--- config.mk ---
export PLATFORM = sky130hd
export DESIGN_NAME = div_seq_ctrl
export DESIGN_NICKNAME = d
export VERILOG_FILES = /design/src/rtl/div_pkg.sv /design/src/rtl/div_iter_step.sv /design/src/rtl/div_seq_ctrl.sv
export SDC_FILE = /design/constraint.sdc
export NUM_CORES = 1
export LEC_CHECK = 0
export ABC_CLOCK_PERIOD_IN_PS = 5400
export CAP_MARGIN = 20
export CORE_ASPECT_RATIO = 2
export CORE_UTILIZATION = 55
export DETAILED_ROUTE_END_ITERATION = 16
export PLACE_DENSITY_LB_ADDON = 0.2
export SLEW_MARGIN = 10
export SYNTH_ARGS = -nofsm -noshare
export SYNTH_HDL_FRONTEND = slang
export SYNTH_SLANG_ARGS = --single-unit
--- constraint.sdc ---
create_clock -name clk -period 5.4 [get_ports clk]
set_input_delay 1.08 -clock clk [delete_from_list [all_inputs] [get_ports clk]]
set_output_delay 1.08 -clock clk [all_outputs]
set_load 0.01 [all_outputs]
--- src/rtl/div_pkg.sv ---
// div_pkg: shared types and constants for the sequential divider.
// Holds the FSM state enum, default width, iteration counts and op bundle.
package div_pkg;

   localparam int DEF_XLEN = 64;
   localparam int W_ITERS  = 32;
   localparam int D_ITERS  = 64;

   typedef enum logic [1:0] {
      IDLE,
      CALC,
      FIX,
      DONE
   } state_t;

   typedef struct packed {
      logic is_signed;
      logic is_rem;
      logic is_word;
   } op_t;

endpackage

--- src/rtl/div_iter_step.sv ---
// div_iter_step: one combinational restoring-division step.
// Ports: rem/dvs/din in (partial remainder, divisor, next dividend bit);
//        rem_nx/q out (updated remainder, quotient bit).
module div_iter_step
   import div_pkg::*;
#(
   parameter int W = DEF_XLEN
) (
   input  logic [W-1:0] rem,
   input  logic [W-1:0] dvs,
   input  logic         din,
   output logic [W-1:0] rem_nx,
   output logic         q
);

   logic [W:0] sh;
   logic [W:0] diff;

   // One extra bit: the shifted remainder can reach 2*dvs-1.
   // When the trial subtract fails, sh < dvs so it fits W bits.
   always_comb begin
      sh     = {rem, din};
      diff   = sh - {1'b0, dvs};
      q      = (sh >= {1'b0, dvs});
      rem_nx = q ? diff[W-1:0] : sh[W-1:0];
   end

endmodule

--- src/rtl/div_seq_ctrl.sv ---
// div_seq_ctrl: iterative RV64M DIV/DIVU/REM/REMU (+W) unit, 1 bit/cycle.
// Ports: clk, rst (sync, active-high), flush; in_valid/in_ready with
//   is_signed, is_rem, is_word, src1, src2; out_valid/out_ready with
//   result; busy. Optional macro DIV_EARLY_OUT_EN skips the loop for
//   divide-by-zero and signed overflow (result values are unchanged).
module div_seq_ctrl
   import div_pkg::*;
#(
   parameter int XLEN = DEF_XLEN
) (
   input  logic            clk,
   input  logic            rst,
   input  logic            flush,
   input  logic            in_valid,
   output logic            in_ready,
   input  logic            is_signed,
   input  logic            is_rem,
   input  logic            is_word,
   input  logic [XLEN-1:0] src1,
   input  logic [XLEN-1:0] src2,
   output logic            out_valid,
   input  logic            out_ready,
   output logic [XLEN-1:0] result,
   output logic            busy
);

   localparam int HW = XLEN / 2;
   localparam int CW = $clog2(D_ITERS);

   state_t          state;
   state_t          state_nx;
   op_t             op;
   logic [CW-1:0]   cnt;
   logic [XLEN-1:0] quo;
   logic [XLEN-1:0] rem;
   logic [XLEN-1:0] dvs;
   logic            neg1;
   logic            neg2;

   logic [XLEN-1:0] step_rem;
   logic            step_q;
   logic            accept;
   logic            early;

   logic [XLEN-1:0] a_ext;
   logic [XLEN-1:0] b_ext;
   logic            s1;
   logic            s2;
   logic [XLEN-1:0] a_mag;
   logic [XLEN-1:0] b_mag;

   logic            neg_q;
   logic [XLEN-1:0] q_fix;
   logic [XLEN-1:0] r_fix;
   logic [XLEN-1:0] res_sel;
   logic [XLEN-1:0] res_fix;

   // Operand conditioning at capture.
   always_comb begin
      a_ext = src1;
      b_ext = src2;
      if (is_word) begin
         a_ext = is_signed ? {{HW{src1[HW-1]}}, src1[HW-1:0]}
                           : {{HW{1'b0}}, src1[HW-1:0]};
         b_ext = is_signed ? {{HW{src2[HW-1]}}, src2[HW-1:0]}
                           : {{HW{1'b0}}, src2[HW-1:0]};
      end
   end

   assign s1    = is_signed & a_ext[XLEN-1];
   assign s2    = is_signed & b_ext[XLEN-1];
   // -MIN wraps to MIN, which read unsigned is the right magnitude.
   assign a_mag = s1 ? -a_ext : a_ext;
   assign b_mag = s2 ? -b_ext : b_ext;

`ifdef DIV_EARLY_OUT_EN
   logic            dz;
   logic            ovf;
   logic [XLEN-1:0] min_v;

   assign min_v = is_word ? {{(HW+1){1'b1}}, {(HW-1){1'b0}}}
                          : {1'b1, {(XLEN-1){1'b0}}};
   assign dz    = (b_ext == '0);
   assign ovf   = is_signed & (a_ext == min_v) & (&b_ext);
   assign early = dz | ovf;
`else
   assign early = 1'b0;
`endif

   assign accept = in_valid & (state == IDLE) & ~flush;

   always_ff @(posedge clk) begin
      if (rst) state <= IDLE;
      else     state <= state_nx;
   end

   always_comb begin
      state_nx  = state;
      in_ready  = 1'b0;
      out_valid = 1'b0;
      busy      = 1'b1;
      unique case (state)
         IDLE: begin
            in_ready = 1'b1;
            busy     = 1'b0;
            if (accept) state_nx = early ? FIX : CALC;
         end
         CALC: if (cnt == '0) state_nx = FIX;
         FIX:  state_nx = DONE;
         DONE: begin
            out_valid = 1'b1;
            if (out_ready) state_nx = IDLE;
         end
         default: state_nx = IDLE;
      endcase
      if (flush) state_nx = IDLE;
   end

   // Dividend and quotient share quo: dividend bits leave at the top,
   // quotient bits enter at the bottom.
   div_iter_step #(.W(XLEN)) u_step (
      .rem    (rem),
      .dvs    (dvs),
      .din    (quo[XLEN-1]),
      .rem_nx (step_rem),
      .q      (step_q)
   );

   assign neg_q   = op.is_signed & (neg1 ^ neg2) & (|dvs);
   assign q_fix   = neg_q ? -quo : quo;
   assign r_fix   = neg1 ? -rem : rem;
   assign res_sel = op.is_rem ? r_fix : q_fix;
   assign res_fix = op.is_word ? {{HW{res_sel[HW-1]}}, res_sel[HW-1:0]}
                               : res_sel;

   always_ff @(posedge clk) begin
      if (rst) begin
         op     <= '0;
         cnt    <= '0;
         quo    <= '0;
         rem    <= '0;
         dvs    <= '0;
         neg1   <= 1'b0;
         neg2   <= 1'b0;
         result <= '0;
      end else begin
         if (accept) begin
            op   <= '{is_signed: is_signed, is_rem: is_rem, is_word: is_word};
            cnt  <= is_word ? CW'(W_ITERS - 1) : CW'(D_ITERS - 1);
            // W ops: park the 32-bit magnitude in the top half so the
            // loop consumes its bits first.
            quo  <= is_word ? {a_mag[HW-1:0], {HW{1'b0}}} : a_mag;
            rem  <= '0;
            dvs  <= b_mag;
            neg1 <= s1;
            neg2 <= s2;
`ifdef DIV_EARLY_OUT_EN
            // Preload what the full loop would have produced.
            if (dz) begin
               quo <= is_word ? {{HW{1'b0}}, {HW{1'b1}}} : '1;
               rem <= a_mag;
            end else if (ovf) begin
               quo <= a_mag;
            end
`endif
         end else if (state == CALC) begin
            quo <= {quo[XLEN-2:0], step_q};
            rem <= step_rem;
            if (cnt != '0) cnt <= cnt - CW'(1);
         end
         if (state == FIX && !flush) result <= res_fix;
      end
   end

endmodule

==> impl_metrics.py, run 1 <==
metrics = {
    "run_status": {
        "status": "completed",
    },
    "grt": {
        "antenna_found_initial": 10,
        "grt.total_usage_pct": 46.62,
        "grt_pass1_vias": 23790,
        "overflow": 0,
        "grt_max_degree": 105,
        "grt_pass1_wl_mm": 141.3,
    },
    "logic_synthesis": {
        "synth_xor_area_share_pct": 11.28,
        "avgSynthCellArea_sq_um": 7.197,
        "synth-compound-area-share_pct": 28.60,
        "synth_top_area_share_pct": 24.68,
        "yosysWarnings": 0,
        "synth_flop_cell": "dfxtp_1",
        "synthMuxAreaShare_pct": 3.796,
        "synth_cell_types": 76,
        "async_flop_share_pct": 0,
        "synthAdderAreaFrac_pct": 4.335,
        "synth_top_family_by_area": "compound AO/OA/AOI/OAI gates",
        "syn-num-nets": 3243,
        "yosysMostFrequentCell": "a21oi_1",
        "synth-edff-count": 0,
        "synth_cells": 3032,
        "ys_top_cells_by_area": "dfxtp_1 25%, a21oi_1 8.3%, nor2_1 6.0%",
        "synth_seq_cells": 269,
        "netlist_area_sq_um": 21820,
        "synth_common_cells": "362 x a21oi_1, 346 x nor2_1, 269 x dfxtp_1, 253 x nand2_1, 209 x o21ai_0",
        "synth_simple_gate_area_share_pct": 21.75,
        "synth-seq-area-share_pct": 24.68,
        "yosys.area.top_type": "dfxtp_1",
    },
    "setup_path": {
        "critPathRequiredTime_ps": 5860,
        "critPathArrivalTime_ps": 5270,
        "startpoint": "dvs[10]",
        "worstSetupEndpointType": "flop",
        "critical_path.max_fanout": 8,
        "r2r_cells": 11,
        "r2r_end": "rem[62]",
        "regToRegSetupSlack_ps": 590,
        "criticalPathCategory": "reg2reg",
        "cp-start-kind": "flop",
        "rr_startpoint": "dvs[10]",
    },
    "timing": {
        "tightest_slew_ps": 1228,
        "rsz0062_at_grt": "no",
        "fin_tns_setup_ps": 0,
        "maxSlewHeadroom_pct": 17.37,
        "finClkSkew_ps": 19.95,
        "hold_viol": 0,
        "finalCritPeriodShare_pct": 89.07,
        "finalSetupViolCount": 0,
        "period_needed_ps": 4810,
        "fmax_ghz": 0.2079,
        "maxSlewViolCount": 0,
        "fin_ws_ps": 590.1,
    },
    "final_layout": {
        "final_nets": 3322,
        "final.fill_count": 3459,
        "drive_gt1_share_pct": 4.439,
        "multiInputGateArea_sq_um": 15270,
        "stdcell_count": 3657,
        "regArea_sq_um": 5390,
        "area_delta_synth_final_pct": 15.20,
    },
    "clock_tree": {
        "htreeDepth": 1,
        "post_cts_buffers": 0,
        "cts-root-buf": "clkbuf_16",
        "cts_buffers": 26,
        "cts_sinks": 269,
        "insertion_delay_ps": 600,
        "clockBufferDepth": 3,
        "cts_hold_buf": 0,
        "clkSlewWorstSetupHoldPaths_ps": 70,
        "cts_resized": 0,
        "cts_tree": "built",
    },
    "floorplanning": {
        "die_w_um": 142.8,
        "initial_core_util_pct": 56.06,
        "coreArea_sq_um": 38920,
        "rows": 102,
        "io_pins": 203,
        "die_y_um": 283.7,
        "dieArea_sq_um": 40520,
    },
    "place": {
        "gp_congestion": 1.058,
        "dp_hpwl_mm": 71.43,
        "place_worst_setup_slack_ps": 435.3,
        "io_buffers": 202,
        "dp_cells": 3603,
    },
    "detailed_routing": {
        "routed_via_density": 6.728,
        "drt_iter0_markers": 2697,
        "dr.pass1.iters": 8,
        "drcViolationCount": 0,
        "routedWlPerCell_um": 25.84,
        "wirelength_mm": 94.50,
        "detail-route-antenna-nets": 0,
        "vias": 24610,
    },
    "min_path": {
        "hold_path_class": "reg2reg",
        "worstHoldStart": "result[28]",
        "worstHoldPathCells": 2,
        "holdPathEnd": "result[28]",
    },
    "pwr": {
        "power.density_nw_per_um2": 279.9,
        "ir_worst_vdd_mv": 0.2740,
        "p_leak_nw": 9.594,
    },
    "flow_run": {
        "cap_viol_max_count": 0,
    },
}
## per-layer routing
layer	wire length [um]	track usage [%]	vias to the layer above
met5	47	0	-
met2	44450	77.24	1549
li1	-	-	11140
met4	11500	46.59	8
met1	29890	45.77	11360
met3	8618	12.10	549
## where the power goes
part / total [mW] / internal [mW] / leakage [nW] / switching [mW]
logic: 2.66 / 0.963 / 6.94 / 1.70
registers: 2.25 / 2.08 / 2.19 / 0.173
clock network: 2.12 / 1.23 / 0.467 / 0.891
total: 7.03 / 4.27 / 9.59 / 2.76
## registers in the layout, indices dropped and copies added (netlist names)
register	flops
dvs	64
cnt	6
state	2
quo	64
neg1	1
op	3
result	64
neg2	1
rem	64
## critical path: stages, from the launching register on
cell and delay (ps):
dfxtp_1 670, inv_1 100, ha_1 490, nand4_1 170, nor4b_1 830, or3_1 270, o21a_1 460, o21ai_0 350
o221ai_1 880, xor2_1 140, mux2i_1 210, a21oi_1 100
## how the worst max path moves through the flow
stage / endpoint / slack, ps / cells after the start
2_1_floorplan: dvs[56] / 1250 / 9
3_3_place_gp: quo[59] / 520 / 10
3_5_place_dp: quo[59] / 440 / 10
4_1_cts: quo[59] / 980 / 10
5_1_grt: rem[62] / 600 / 14
6_report: rem[62] / 590 / 11
## logic make-up (layout without fill, tap and decap cells)
group                      after synthesis  count (layout)
other                                    0               6
and+or+nand+nor                       1002            1002
DFF                                    269             269
buffers and inverters                  319             418
adders and majority gates               75              75
xor gates and xnor gates               281             281
AOI/OAI and AO/OA                     1004            1004
muxes                                   82              82
## cells in the final DEF (no fill, tap or decap), types with 22 or more instances in the layout
master	synthesis	layout
a21oi_1	362	362
nand2_1	253	253
or4_1	22	22
a31oi_1	28	27
nor2_1	346	345
mux2i_1	76	76
o21ai_0	209	209
o211ai_1	39	39
dfxtp_1	269	267
nand3_1	33	33
o31ai_1	41	41
nand4_1	33	33
nor2b_1	24	23
clkbuf_16	0	27
nand2b_1	31	31
clkdlybuf4s50_1	0	200
a211oi_1	127	127
buf_4	0	45
nor4_1	53	53
xor2_1	148	148
inv_1	121	121
or3_1	40	40
nor3_1	79	79
a21o_1	41	41
o41ai_1	25	25
ha_1	74	73
xnor2_1	133	133
## layout make-up
cell class                 count  share of cell area, %
multi-input combinational   2444                  60.73
clock inverter                14                 0.8511
inverter                     121                  1.807
tap                          520                  2.588
sequential                   269                  21.44
antenna                        6                0.05973
timing repair buffer         249                  9.532
clock buffer                  34                  2.991
## per-stage QoR
stage	utilization [%]	hold WS [ps]	total power, mW	area, sq um
after floorplan	-	436.6	3.947	21820
after global placement	62.06	440.1	4.786	24160
after detailed placement	62.06	449.3	4.818	24160
after CTS	64.54	458.2	6.887	25120
after global routing	64.57	478.3	7.282	25130
final	64.58	459.5	7.035	25140
No activity file was read; power rests on OpenSTA's default activity.
==> inputs of run 2 (changes only) <==
Settings changed: ABC_CLOCK_PERIOD_IN_PS 5400 to 5500.
Clock period 5.4 ns to 5.5 ns, I/O delays scaled along.
==> run 2 against run 1 <==
Effect of this change: sequential power decreased by 2%; sequential share of layout area about the same; critical path depth increased by 3; clock power decreased by 8%; final cell count increased by 0.30%; global-route usage decreased by 0.52 points; utilization increased by 0.052 points; total power decreased by 3.5%; critical endpoint is now rem[12]; first-iteration DRC count increased by 5.3%; die area unchanged; clock skew increased by 19 ps; register-to-register slack improved by 220 ps.
==> impl_metrics.py, run 2 (same netlist as run 1, synthesis figures left out) <==
metrics = {
    "setup_path": {
        "cp_slowest_cell": "dfxtp_1",
        "critPathRequiredTime_ps": 5940,
        "criticalPathCategory": "reg2reg",
        "worstSetupEndpointType": "flop",
        "rr_startpoint": "dvs[26]",
        "critPathArrivalTime_ps": 5130,
        "cp-start-kind": "flop",
        "startpoint": "dvs[26]",
        "crit_chain": "inv_1 > ha_1 > a21oi_1 > o21ai_0 > a211oi_1 > o21ai_0 > o211ai_1 > nand3_1 > a31oi_4 > buf_12 > buf_4 > nor2_1 > a21oi_1 > a211oi_1",
        "critical_path.max_stage_delay_ps": 770,
        "critical_path.max_fanout": 38,
    },
    "grt": {
        "grt_max_degree": 117,
        "grt.total_usage_pct": 46.09,
        "antenna_found_initial": 6,
        "grt_pass1_wl_mm": 140.5,
        "grt_pass1_vias": 23570,
        "overflow": 0,
    },
    "pwr": {
        "power.density_nw_per_um2": 269.8,
        "power_mw": 6.787,
        "p_leak_nw": 9.629,
        "ir_worst_vdd_mv": 0.2583,
    },
    "detailed_routing": {
        "dr.pass1.iters": 6,
        "drt_iter0_markers": 2840,
        "routed_via_density": 6.707,
        "drcViolationCount": 0,
        "routedWlPerCell_um": 25.67,
        "wirelength_mm": 94.14,
        "detail-route-antenna-nets": 0,
        "vias": 24600,
    },
    "flow_run": {
        "cap_viol_max_count": 0,
    },
    "timing": {
        "maxSlewViolCount": 0,
        "hold_viol": 0,
        "fmax_ghz": 0.2131,
        "finalSetupViolCount": 0,
        "finClkSkew_ps": 38.87,
        "tightest_slew_ps": 1049,
        "fin_tns_setup_ps": 0,
        "period_needed_ps": 4692,
        "maxSlewHeadroom_pct": 29.83,
        "rsz0062_at_grt": "no",
        "finalCritPeriodShare_pct": 85.31,
    },
    "clock_tree": {
        "cts_resized": 0,
        "cts_sinks": 269,
        "cts_tree": "built",
        "post_cts_buffers": 0,
        "insertion_delay_ps": 590,
        "cts-root-buf": "clkbuf_16",
        "htreeDepth": 1,
        "cts_buffers": 26,
        "clkSlewWorstSetupHoldPaths_ps": 70,
        "cts_hold_buf": 0,
        "clockBufferDepth": 3,
    },
    "floorplanning": {
        "coreArea_sq_um": 38920,
        "initial_core_util_pct": 56.06,
        "die_w_um": 142.8,
        "die_y_um": 283.7,
        "rows": 102,
        "io_pins": 203,
        "dieArea_sq_um": 40520,
    },
    "final_layout": {
        "design_area_sq_um": 25160,
        "drive_gt1_share_pct": 4.741,
        "final_nets": 3334,
        "area_delta_synth_final_pct": 15.29,
        "final_common_cell": "a21oi_1",
        "stdcell_count": 3668,
        "final_cell_mix": "362 x a21oi_1, 345 x nor2_1, 267 x dfxtp_1, 253 x nand2_1, 209 x o21ai_0",
    },
    "place": {
        "dp_cells": 3614,
        "gp_congestion": 1.055,
        "placed_area_sq_um": 24240,
        "dp_hpwl_mm": 71.92,
        "io_buffers": 202,
    },
    "run_status": {
        "status": "completed",
    },
    "min_path": {
        "worstHoldStart": "result[15]",
        "hold_path_class": "reg2reg",
    },
}
## run 2: metal layers
metal  routed length [um]  GRT usage (%)  part of all wire, %  vias to the layer above
li1                     -              -                    -                    11140
met5                   14         0.2506                0.015                        -
met2                44100          76.56                   47                     1470
met3                 7816          10.99                  8.3                      520
met4                11590          47.26                   12                        2
met1                30630          45.23                   33                    11470
## run 2: layout make-up
type	count	area, sq um
Multi-Input combinational cell	2444	15260
Clock inverter	14	178.9
Fill cell	3551	13770
Antenna cell	5	12.51
Sequential cell	269	5390
Tap cell	520	650.6
Clock buffer	34	720.7
Timing Repair Buffer	261	2486
Inverter	121	454.2
## run 2: worst paths after layout
| check | end | cells past startpoint | slack, ps |
|---|---|---|---|
| hold reg to reg | result[15] | 2 | 460 |
| setup reg to reg | rem[12] | 14 | 810 |
| hold / removal | result[15] | 2 | 460 |
| setup / recovery | rem[12] | 14 | 810 |
## run 2: power breakdown
part	switching (mW)	internal (mW)	total, mW
registers	0.166	2.04	2.21
logic	1.67	0.961	2.63
clock network	0.872	1.08	1.95
## run 2: per-stage QoR
step / setup WS, ps / utilization, % / hold slack (ps)
after detailed placement: 481.4 / 62.27 / 446.6
after global routing: 665.7 / 64.61 / 477.7
after CTS: 996.9 / 64.58 / 459.1
after global placement: 550.2 / 62.27 / 446.3
final: 808.0 / 64.63 / 459.1
after floorplan: 1334 / - / 436.6
## run 2: critical path, delay by kind of cell, from the launching register on
| family | cells | cell delay [ps] |
|---|---|---|
| buffers and inverters | 3 | 690 |
| AO/OA/AOI/OAI | 8 | 2340 |
| flip-flops | 1 | 770 |
| adder cells (fa/ha/maj) | 1 | 390 |
| AND/OR/NAND/NOR | 2 | 360 |
